## config.mk

```make
export PLATFORM = sky130hd
export DESIGN_NAME = nat_tuple_issuer
export DESIGN_NICKNAME = d
export VERILOG_FILES = /design/src/rtl/nat_tuple_issuer.sv
export SDC_FILE = /design/constraint.sdc
export NUM_CORES = 1
export LEC_CHECK = 0
export CORE_MARGIN = 4
export CORE_UTILIZATION = 47
export CTS_CLUSTER_DIAMETER = 80
export DETAILED_ROUTE_END_ITERATION = 7
export HOLD_SLACK_MARGIN = 0.1
export PLACE_DENSITY = 0.8
export SYNTH_ARGS = -nofsm -noshare
export SYNTH_HDL_FRONTEND = slang
export SYNTH_SLANG_ARGS = --single-unit
```

## constraint.sdc

```tcl
create_clock -name clk -period 3.1 [get_ports clk]
set_input_delay 0.62 -clock clk [delete_from_list [all_inputs] [get_ports clk]]
set_output_delay 0.62 -clock clk [all_outputs]
set_load 0.02 [all_outputs]
```

## src/rtl/nat_tuple_issuer.sv

```systemverilog
// nat_tuple_issuer: parses IPv4/L4 headers into a 5-tuple lookup and reports a per-packet result
module nat_tuple_issuer #(
  parameter int TIMEOUT_CYCLES = 64
) (
  input  logic         clk,
  input  logic         reset,
  input  logic [31:0]  in_data,
  input  logic         in_valid,
  input  logic         in_last,
  output logic         in_ready,
  output logic [127:0] tuple_data,
  output logic         tuple_valid,
  input  logic [15:0]  conn_data,
  input  logic         conn_valid,
  output logic [15:0]  res_port,
  output logic [1:0]   res_status,
  output logic         res_valid,
  output logic [15:0]  pkt_count,
  output logic [15:0]  drop_count
);
  localparam int CW = $clog2(TIMEOUT_CYCLES) + 1;
  typedef enum logic [2:0] {IDLE, HDR, DRAIN, LOOKUP, RESULT} state_t;
  state_t state, state_nx;
  logic [3:0] w, version, ihl;
  logic [7:0] protocol;
  logic [31:0] src_ip, dst_ip;
  logic [15:0] src_port, dst_port, port_nx;
  logic [CW-1:0] cnt;
  logic [1:0] status_nx;
  logic acc, hdr_ok, l4, timeout, res_ld, drop_inc;
  assign in_ready = reset && (state == IDLE || state == HDR || state == DRAIN);
  assign acc = in_valid && in_ready;
  assign hdr_ok = state != IDLE && version == 4'd4 && ihl >= 4'd5 && w >= ihl;
  assign l4 = protocol == 8'd6 || protocol == 8'd17;
  assign timeout = cnt == CW'(TIMEOUT_CYCLES - 1);
  assign tuple_valid = state == LOOKUP;
  assign res_valid = state == RESULT;
  assign tuple_data = {24'h0, src_ip, dst_ip, src_port[7:0], src_port[15:8],
                       dst_port[7:0], dst_port[15:8], protocol};
  // next state plus the result/drop decision taken on the edge that enters RESULT
  always_comb begin
    state_nx = state;
    res_ld = 1'b0;
    port_nx = 16'h0;
    status_nx = 2'd0;
    drop_inc = 1'b0;
    case (state)
      IDLE: if (acc) begin
        state_nx = in_last ? RESULT : HDR;
        res_ld = in_last;
        status_nx = 2'd3;
        drop_inc = in_last;
      end
      HDR, DRAIN: if (acc && in_last) begin
        state_nx = (hdr_ok && l4) ? LOOKUP : RESULT;
        res_ld = !(hdr_ok && l4);
        status_nx = hdr_ok ? 2'd2 : 2'd3;
        drop_inc = !hdr_ok;
      end else if (acc && state == HDR && w == ihl) begin
        state_nx = DRAIN;
      end
      LOOKUP: if (conn_valid || timeout) begin
        state_nx = RESULT;
        res_ld = 1'b1;
        port_nx = conn_valid ? conn_data : 16'h0;
        status_nx = conn_valid ? 2'd0 : 2'd1;
        drop_inc = !conn_valid;
      end
      RESULT: state_nx = IDLE;
      default: state_nx = IDLE;
    endcase
  end
  // state register
  always_ff @(posedge clk or negedge reset) begin
    if (!reset) state <= IDLE;
    else state <= state_nx;
  end
  // word index (restarts after the last word) and lookup cycle counter
  always_ff @(posedge clk or negedge reset) begin
    if (!reset) begin
      w <= 4'd0;
      cnt <= '0;
    end else begin
      if (acc) w <= in_last ? 4'd0 : (w == 4'd15 ? w : w + 4'd1);
      cnt <= state == LOOKUP ? cnt + 1'b1 : '0;
    end
  end
  // header field capture; HDR-only so a saturated index cannot recapture payload
  always_ff @(posedge clk or negedge reset) begin
    if (!reset) begin
      {version, ihl, protocol, src_ip, dst_ip, src_port, dst_port} <= '0;
    end else if (acc) begin
      if (state == IDLE) {version, ihl} <= in_data[31:24];
      if (state == HDR && w == 4'd2) protocol <= in_data[23:16];
      if (state == HDR && w == 4'd3) src_ip <= in_data;
      if (state == HDR && w == 4'd4) dst_ip <= in_data;
      if (state == HDR && w == ihl) {src_port, dst_port} <= in_data;
    end
  end
  // result registers and saturating packet/drop counters
  always_ff @(posedge clk or negedge reset) begin
    if (!reset) begin
      res_port <= 16'h0;
      res_status <= 2'd0;
      pkt_count <= 16'h0;
      drop_count <= 16'h0;
    end else begin
      if (res_ld) {res_port, res_status} <= {port_nx, status_nx};
      if (acc && in_last) pkt_count <= pkt_count + {15'd0, pkt_count != 16'hFFFF};
      if (drop_inc) drop_count <= drop_count + {15'd0, drop_count != 16'hFFFF};
    end
  end
endmodule

```

==> impl_metrics.csv, run 1 <==
group,metric,value,unit
sta,max_freq,343.4,MHz
placement,dp_hpwl,13320,um
route,avgRoutedWirePerCell,18.55,um
route,drt-initial-drc-count,333,
sta,relSlewSlack,0.2269,
clock_network,clk_latency,0.43,ns
clock_network,clkTransAtPathRegs,0.07,ns
pwr,power_density,669.9,mW/mm^2
global_route,grt_start_max_net_pins,80,
hold_path,hp-class,"flop to flop",
floorplan,fp.dieW,135.7,um
status,status,"completed",
floorplan,initial_core_util,0.4810,
worst_setup_path,r2r_end,"pkt_count[14]",
synth,synthMuxAreaShare,0.1821,
synth,synth_top_area_cell,"dfrtp_1",
hold_path,worstHoldPathCells,1,
hold_path,hold_path.startpoint,"cnt[0]",
cells_and_area,antenna_cells,0,
floorplan,die_h,135.7,um
worst_setup_path,critical-path-max-stage-delay,0.60,ns
sta,slew_violations,0,
placement,placed_area,0.009913,mm^2
synth,synth_top_cell_area_share,0.5743,
placement,dp_slack,0.1927,ns
synth,synth-main-ff-cell,"dfrtp_1",
global_route,grt_pass1_vias,5599,
sta,setup_tns,0,ns
synth,synthXorXnorAreaFrac,0.03883,
synth,avgSynthCellArea,13.94,um^2
global_route,grt_usage,0.2026,
synth,syn-cell-area,0.007669,mm^2
worst_setup_path,crit_start,"state[1]",
synth,syn-instance-count,550,
run,maxCapViolCount,0,
clock_network,numCtsBuffers,17,
worst_setup_path,cp-start-kind,"flop",
synth,synth_fa_ha_area_frac,0.01958,
route,firstDrtPassIters,4,
route,post-route-drc-count,0,
synth,ys_async_sr_fraction,1.000,
cells_and_area,drive_above_1_share,0.2131,
pwr,ir_drop,0.3994,mV
worst_setup_path,critPathSlowestCell,"clkdlybuf4s50_1",
synth,synthTopCellsByArea,"dfrtp_1 (57%), mux2_2 (12%), mux2_4 (5.9%), buf_4 (2.7%), xnor2_1 (2.7%)",
sta,timing.hold.ws,0.4519,ns
cells_and_area,num-fill-cells,1170,
worst_setup_path,crit_type,"flop to output port",
hold_path,hold_end,"cnt[0]",
clock_network,clock-root-buffer,"clkbuf_16",
synth,synthSimpleGateAreaFrac,0.07750,
sta,timing.final.crit_share,0.9393,
synth,ys_seq_area_frac,0.5743,
worst_setup_path,critical_path_arrival,2.29,ns
sta,hold_viol,0,
sta,final.min_clock_period,2.912,ns
worst_setup_path,cp.required,2.48,ns
route,num_vias,5214,
clock_network,cts_max_path_buffers,2,
route,viasPerCell,5.240,
placement,portBuffers,209,
cells_and_area,final_area,0.01051,mm^2
synth,synth_compound_area_frac,0.05906,
sta,fin_skew,0.01293,ns
synth,synth_top_family_by_area,"multiplexers",
worst_setup_path,critPathMaxFanout,11,
worst_setup_path,reg2reg_setup_slack,0.54,ns
sta,tightestPinTransition,1.155,ns
floorplan,die-area,0.01842,mm^2
clock_network,cts_tree,"built",
global_route,antenna_found_initial,0,
synth,synth-edff-count,0,
synth,ys_top_cells_by_count,"dfrtp_1 (176), mux2_2 (82), mux2_4 (30)",
synth,yosysWarnings,0,
synth,synth_cell_types,60,
cells_and_area,syn2layout_area_growth,37.00,%
floorplan,num_rows,46,
clock_network,htree_levels,4,
synth,post-synth-top-count-cell,"dfrtp_1",
worst_setup_path,path_cells,"nand2_1 -> or2_2 -> inv_1 -> clkdlybuf4s50_1",
worst_setup_path,crit_path_end_kind,"output port",
worst_setup_path,reg2reg_from,"pkt_count[2]",
cells_and_area,final_nets,831,
sta,fin_ws,0.1881,ns
route,ant_nets,0,
placement,place_congestion,0.8358,
pwr,p_leak,4.826,nW
clock_network,post-cts-setup-buffer-count,0,
floorplan,ios,234,
route,totalWireLength,18460,um
sta,final-setup-viol-count,0,
global_route,grt-ovfl-total,0,
worst_setup_path,worstRegToRegCells,9,
floorplan,core,0.01594,mm^2
global_route,grt_pass1_wl,29500,um
sta,grt_setup_unrepaired,"no",
synth,synth_seq_cells,176,
clock_network,cts_sinks,176,
-- through the flow --
| step | cells | total power, W | util |
|---|---|---|---|
| global route | 995 | 0.007366 | 0.6590 |
| CTS | 995 | 0.007091 | 0.6586 |
| finish | 995 | 0.007038 | 0.6590 |
| floorplan | 573 | 0.004068 | - |
| detailed placement | 962 | 0.004973 | 0.6218 |
| global placement | 962 | 0.004893 | 0.6218 |
-- layer usage --
metal | share of wire | track usage | vias up
met5 | 0 | 0 | -
met4 | 0.025 | 0.07055 | 0
met3 | 0.058 | 0.05089 | 32
met2 | 0.51 | 0.3493 | 174
met1 | 0.41 | 0.2485 | 2655
li1 | - | - | 2353
-- worst max-delay path: cells and delay by family, from the launching register on --
kind,cells,cell delay (ns)
buf+inv,2,0.70
simple gates,2,0.63
flops,1,0.53
-- cells by family (layout without fill, tap and decap cells) --
logic type                 Yosys count  after routing
and+or+nand+nor                     97             97
DFF                                176            176
xor gates and xnor gates            34             34
other                                1             24
muxes                              114            114
buffers and inverters               58            264
AOI/OAI and AO/OA                   58             58
adders and majority gates           12             12
-- sequential cells by signal, summed over array words and instances, names as in the netlist --
register / flops
dst_ip: 32
src_ip: 32
drop_count: 16
dst_port: 16
pkt_count: 16
res_port: 16
src_port: 16
protocol: 8
cnt: 7
ihl: 4
version: 4
w: 4
state: 3
res_status: 2
-- layout make-up --
cell class,count,area [um^2],share of cell area
clock inverters,15,151.4,0.01441
clock buffers,17,425.4,0.04049
flip-flops and latches,176,4404,0.4192
multi-input cells,339,2988,0.2844
inverters,12,45.04,0.004287
repair buffers,220,2222,0.2115
well taps,216,270.3,0.02572
-- report_power, final --
| group | switching (W) | internal (W) |
|---|---|---|
| combinational | 0.000982 | 0.000986 |
| clock | 0.000961 | 0.00114 |
| sequential | 0.000321 | 0.00265 |
| total | 0.00226 | 0.00477 |
-- cells in the final DEF (no fill, tap or decap), types with 4 or more instances in the layout --
cell and instances:
a21oi_1 4, a22o_1 16, and2_1 6, and3_1 5, and4_1 4, buf_4 7, clkbuf_16 17, clkdlybuf4s50_1 207
conb_1 24, dfrtp_1 176, ha_1 12, inv_1 11, inv_8 4, mux2_2 82, mux2_4 30, nand2_1 16
nand3_1 8, nand4_1 13, nor2_1 16, o2111ai_1 5, o211ai_1 6, o21ai_0 10, xnor2_1 24, xor2_1 10
-- worst max path at each step --
stage / to / slack (ns)
4_1_cts: in_ready / 0.02
6_report: tuple_valid / 0.19
3_5_place_dp: src_port[9] / 0.19
2_1_floorplan: pkt_count[14] / 0.70
3_3_place_gp: src_port[14] / 0.23
5_1_grt: tuple_valid / 0.08
-- what timing repair did --
action / in CTS / in global routing
gates resized for setup: 0 / 2
endpoints found under the setup margin: 0 / 1
hold endpoints to repair: 22 / 0
hold buffers: 1 / 0
(Power assumes the default switching activity.)
==> run 2, diff against run 1 <==
Settings changed: CELL_PAD_IN_SITES_DETAIL_PLACEMENT from default to 1, CELL_PAD_IN_SITES_GLOBAL_PLACEMENT from default to 1, CORE_UTILIZATION 47 to 37, PLACE_DENSITY 0.8 to default, PLACE_DENSITY_LB_ADDON from default to 0.1.
==> run 2 against run 1 <==
Net effect: power rose by 0.50%; critical path depth did not move; sequential share of layout area fell by 0.42 points; via count did not move; sequential power barely moved; die area rose by 25%; count of clock-buffer cells in the layout rose by 1; final area rose by 1.0%; core utilization fell by 14 points; worst hold slack got worse by 0.22 ns; clock power barely moved; critical endpoint unchanged.
==> impl_metrics.csv, run 2 (synthesis gave the netlist of run 1 again) <==
group,metric,value,unit
status,status,"completed",
floorplan,die-area,0.02309,mm^2
global_route,grt_pass1_wl,32350,um
cells_and_area,final_cell_mix,"clkdlybuf4s50_1 (208), dfrtp_1 (176), mux2_2 (82)",
run,maxCapViolCount,0,
global_route,grt_start_max_net_pins,153,
global_route,antenna_found_initial,0,
clock_network,cts_max_path_buffers,2,
pwr,ir_drop,0.4013,mV
placement,place_congestion,0.7617,
sta,slew_violations,0,
floorplan,initial_core_util,0.3778,
sta,hold_viol,0,
placement,dp.cells,1020,
route,avgRoutedWirePerCell,18.94,um
hold_path,hp-class,"input port to async pin",
clock_network,cts-resized-gates,0,
clock_network,holdBufCountCts,0,
route,totalWireLength,19920,um
cells_and_area,num-fill-cells,2071,
cells_and_area,finalNonFillerCells,1052,
clock_network,clkTransAtPathRegs,0.07,ns
route,post-route-drc-count,0,
route,firstDrtPassIters,4,
clock_network,post-cts-setup-buffer-count,0,
route,viasPerCell,4.956,
worst_setup_path,critical_path_arrival,2.30,ns
clock_network,numCtsBuffers,17,
global_route,grt_usage,0.1737,
global_route,grt_pass1_vias,5679,
worst_setup_path,critPathMaxFanout,11,
clock_network,clock-root-buffer,"clkbuf_16",
cells_and_area,layout_commonest_cell,"clkdlybuf4s50_1",
sta,timing.final.crit_share,0.9415,
cells_and_area,drive_above_1_share,0.2174,
cells_and_area,antenna_cells,0,
worst_setup_path,path_cells,"nand2_1 -> or2_2 -> inv_1 -> clkdlybuf4s50_1",
worst_setup_path,crit_path_end_kind,"output port",
clock_network,cts_sinks,176,
route,num_vias,5214,
worst_setup_path,critPathSlowestCell,"clkdlybuf4s50_1",
floorplan,fp.dieW,152.0,um
clock_network,htree_levels,4,
cells_and_area,reg_top3,"dst_ip: 32 flops, src_ip: 32 flops",
worst_setup_path,cp-start-kind,"flop",
sta,max_freq,342.6,MHz
placement,dp_hpwl,14430,um
sta,grt_setup_unrepaired,"no",
cells_and_area,syn2layout_area_growth,38.39,%
placement,portBuffers,209,
cells_and_area,final_nets,834,
floorplan,core,0.02030,mm^2
placement,dp_slack,0.1323,ns
sta,timing.hold.ws,0.2347,ns
sta,fin_ws,0.1813,ns
worst_setup_path,critPathTopFamily,"buffers and inverters",
worst_setup_path,crit_type,"flop to output port",
sta,final-setup-viol-count,0,
sta,fin_skew,0.01074,ns
route,ant_nets,0,
clock_network,cts_tree,"built",
floorplan,ios,234,
sta,setup_tns,0,ns
floorplan,die_h,152.0,um
worst_setup_path,critical-path-max-stage-delay,0.61,ns
sta,relSlewSlack,0.3793,
clock_network,clk_latency,0.43,ns
sta,final.min_clock_period,2.919,ns
pwr,power_density,666.5,mW/mm^2
route,drt-initial-drc-count,130,
sta,tightestPinTransition,0.9311,ns
worst_setup_path,cp_num_buf_inv,2,
global_route,grt-ovfl-total,0,
pwr,p_leak,4.844,nW
floorplan,num_rows,52,
worst_setup_path,cp.required,2.48,ns
[run 2: cell types whose count changed in the layout (fill, tap and decap cells not counted), sizes merged]
cell,change
dlygate4sd3,-1
clkdlybuf4s50,+1
inv,-1
dlymetal6s2s,-1
clkbuf,+1
buf,+4
bufinv,-1
clkinv,+3
clkinvlp,-2
[run 2: worst register-to-register path, stage by stage, from the launching register on]
cell	delay [ns]
dfrtp_1	0.42
and3_1	0.23
nand3_1	0.16
or4_1	0.52
ha_1	0.26
ha_1	0.24
nand3_1	0.17
nor3_1	0.09
and4_1	0.21
xor2_1	0.13
[run 2: routing by layer]
layer | vias up | routed length (um) | GRT usage
met1 | 2681 | 8830 | 0.2194
met3 | 22 | 1036 | 0.05119
met2 | 149 | 9736 | 0.2890
met5 | - | 0 | 0
met4 | 0 | 320 | 0.05437
li1 | 2362 | - | -
[run 2: power by group]
group          switching (W)  internal [W]  leakage [nW]
combinational       0.000987      0.000994          2.20
clock                0.00101       0.00110         0.287
sequential          0.000332       0.00265          2.36
total                0.00233       0.00474          4.84
[run 2: metrics by stage]
step	utilization	instance area, um^2	total power [W]
2_1_floorplan	-	7755	0.004068
3_3_place_gp	0.4938	10020	0.004950
3_5_place_dp	0.4938	10020	0.005026
4_1_cts	0.5228	10610	0.007175
5_1_grt	0.5228	10610	0.007472
6_report	0.5228	10610	0.007073
[run 2: area by class of cell]
type	count	area (um^2)	area share
multi-input cells	339	2988	0.2815
well taps	270	337.8	0.03183
clock inverters	14	150.1	0.01415
repair buffers	223	2248	0.2119
inverters	12	45.04	0.004244
flip-flops and latches	176	4404	0.4150
clock buffers	18	439.2	0.04138
[run 2: path summary, 6_finish.rpt]
check | cells past startpoint | endpoint | slack, ns | from
setup / recovery | 4 | tuple_valid | 0.18 | state[0]
hold / removal | 2 | w[2] | 0.23 | reset
setup reg to reg | 9 | pkt_count[14] | 0.56 | pkt_count[3]
hold reg to reg | 1 | cnt[0] | 0.47 | cnt[0]
max in group asynchronous | 2 | cnt[6] | 2.04 | reset
min in group clk | 1 | cnt[0] | 0.47 | cnt[0]
==> run 3, diff against run 2 <==
Settings changed: CORE_MARGIN 4 to 2.
==> run 3 against run 2 <==
Net effect: worst hold slack improved by 0.24 ns; register-to-register slack hardly changed; global-route usage grew 0.71 points; core utilization barely moved; largest power group unchanged; critical path type is now input port to output port; fmax shrank 3.2%; count of clock-buffer cells in the layout unchanged; routed wire length is 2.9% lower.
==> impl_metrics.csv, run 3 (synthesis gave the netlist of run 1 again) <==
group,metric,value,unit
route,drt-initial-drc-count,193,
global_route,grt_pass1_vias,5571,
route,avgRoutedWirePerCell,18.36,um
cells_and_area,reg_top3,"dst_ip: 32 flops, src_ip: 32 flops",
floorplan,ios,234,
sta,grt_setup_unrepaired,"no",
worst_setup_path,crit_type,"input port to output port",
cells_and_area,final_area,0.01062,mm^2
cells_and_area,layout_commonest_cell,"clkdlybuf4s50_1",
pwr,p_leak,4.830,nW
hold_path,hp-class,"flop to flop",
clock_network,cts_tree,"built",
cells_and_area,antenna_cells,0,
sta,slew_violations,0,
pwr,p_seq_frac,0.421,
floorplan,core,0.02030,mm^2
worst_setup_path,crit_path_end_kind,"output port",
floorplan,num_rows,52,
route,post-route-drc-count,0,
worst_setup_path,critPathSlowestCell,"clkdlybuf4s50_1",
pwr,p_sw_frac,0.3224,
clock_network,htree_levels,4,
sta,tightestPinTransition,0.9247,ns
run,maxCapViolCount,0,
clock_network,cts_max_path_buffers,2,
clock_network,clock-root-buffer,"clkbuf_16",
clock_network,numCtsBuffers,17,
placement,placed_area,0.01003,mm^2
sta,relSlewSlack,0.3835,
worst_setup_path,reg2reg_setup_slack,0.55,ns
global_route,grt_start_max_net_pins,160,
global_route,grt-ovfl-total,0,
sta,max_freq,331.5,MHz
status,status,"completed",
worst_setup_path,cp-start-kind,"input port",
pwr,power_frac_clock,0.297,
cells_and_area,num-fill-cells,2038,
pwr,p_sw,0.002279,W
worst_setup_path,critical-path-max-stage-delay,0.61,ns
cells_and_area,drive_above_1_share,0.2168,
floorplan,die-area,0.02189,mm^2
sta,hold_viol,0,
pwr,p_comb_frac,0.281,
floorplan,fp.dieW,148.0,um
placement,portBuffers,209,
pwr,ir_drop,0.4117,mV
placement,place_congestion,0.7680,
route,ant_nets,0,
cells_and_area,syn2layout_area_growth,38.46,%
placement,dp_hpwl,13950,um
cells_and_area,final_cell_mix,"clkdlybuf4s50_1 (208), dfrtp_1 (176), mux2_2 (82)",
clock_network,cts-resized-gates,0,
floorplan,initial_core_util,0.3778,
sta,setup_tns,0,ns
route,totalWireLength,19350,um
worst_setup_path,cp.required,2.48,ns
clock_network,cts_sinks,176,
clock_network,clkTransAtPathRegs,0.07,ns
worst_setup_path,critPathMaxFanout,22,
worst_setup_path,path_cells,"dlygate4sd3_1 -> buf_6 -> nor2b_1 -> and2_1 -> clkdlybuf4s50_1",
pwr,power_density,665.6,mW/mm^2
pwr,intPower,0.004789,W
route,num_vias,5140,
sta,final-setup-viol-count,0,
global_route,grt_pass1_wl,31300,um
sta,timing.final.crit_share,0.9730,
sta,fin_skew,0.01113,ns
route,firstDrtPassIters,4,
sta,final.min_clock_period,3.016,ns
worst_setup_path,critical_path_arrival,2.40,ns
route,viasPerCell,4.877,
floorplan,die_h,148.0,um
global_route,antenna_found_initial,0,
global_route,grt_usage,0.1808,
cells_and_area,final_nets,836,
clock_network,clk_latency,0.43,ns
-- run 3: cell count changes in the layout (fill, tap and decap cells not counted), sizes merged --
cell / change
clkinvlp: +4
dlygate4sd3: +1
buf: +1
clkinv: -6
bufinv: +1
inv: +1
-- run 3: layout make-up --
cell class                      instances  area [um^2]  share of cell area
Inverter                               12        45.04            0.004242
Tap cell                              270        337.8             0.03182
Clock inverter                         14        147.6             0.01391
Timing Repair Buffer                  225         2266              0.2134
Clock buffer                           18        429.2             0.04042
Sequential cell                       176         4404              0.4148
Multi-Input combinational cell        339         2988              0.2814
-- run 3: worst paths after layout --
check / endpoint / cells after the start / from
min in group asynchronous: src_port[13] / 2 / reset
worst max register to register: pkt_count[14] / 9 / pkt_count[2]
worst min-delay path: cnt[0] / 1 / cnt[0]
worst min register to register: cnt[0] / 1 / cnt[0]
worst max-delay path: in_ready / 5 / reset
max in group asynchronous: cnt[1] / 3 / reset
-- run 3: worst max-delay path, delay by kind of cell --
| family | cells | cell delay (ns) |
|---|---|---|
| buffers and inverters | 3 | 1.40 |
| and+or+nand+nor | 2 | 0.36 |
-- run 3: layer usage --
layer  vias to the layer above  global-route usage  routed length (um)
met3                        19             0.04444                1054
li1                       2364                   -                   -
met2                       147              0.2972                9422
met4                         0             0.04905                 221
met5                         -                   0                   0
met1                      2610              0.2398                8648
-- run 3: what timing repair did --
action	in CTS	in global routing
hold endpoints to repair	17	0
hold buffers	1	0
buffers inserted	0	0
-- run 3: stage by stage --
stage / utilization / power, W / std cells / worst slack, ns / hold slack [ns]
after global placement: 0.4941 / 0.004953 / 1021 / 0.1729 / 0.4358
after floorplan: - / 0.004068 / 573 / 0.6976 / 0.3244
after CTS: 0.5231 / 0.007169 / 1054 / 0.05683 / 0.4691
after global routing: 0.5231 / 0.007452 / 1054 / 0.01837 / 0.4960
after detailed placement: 0.4941 / 0.005022 / 1021 / 0.1032 / 0.4594
final: 0.5231 / 0.007068 / 1054 / 0.08374 / 0.4765
-- run 3: power by group through the flow --
stage | logic, W | clock network (W) | registers [W]
detailed placement | 0.00201 | 0 | 0.00301
global route | 0.00214 | 0.00227 | 0.00304
CTS | 0.00202 | 0.00217 | 0.00298
global placement | 0.00195 | 0 | 0.00300
finish | 0.00199 | 0.00210 | 0.00298
floorplan | 0.000830 | 0 | 0.00324
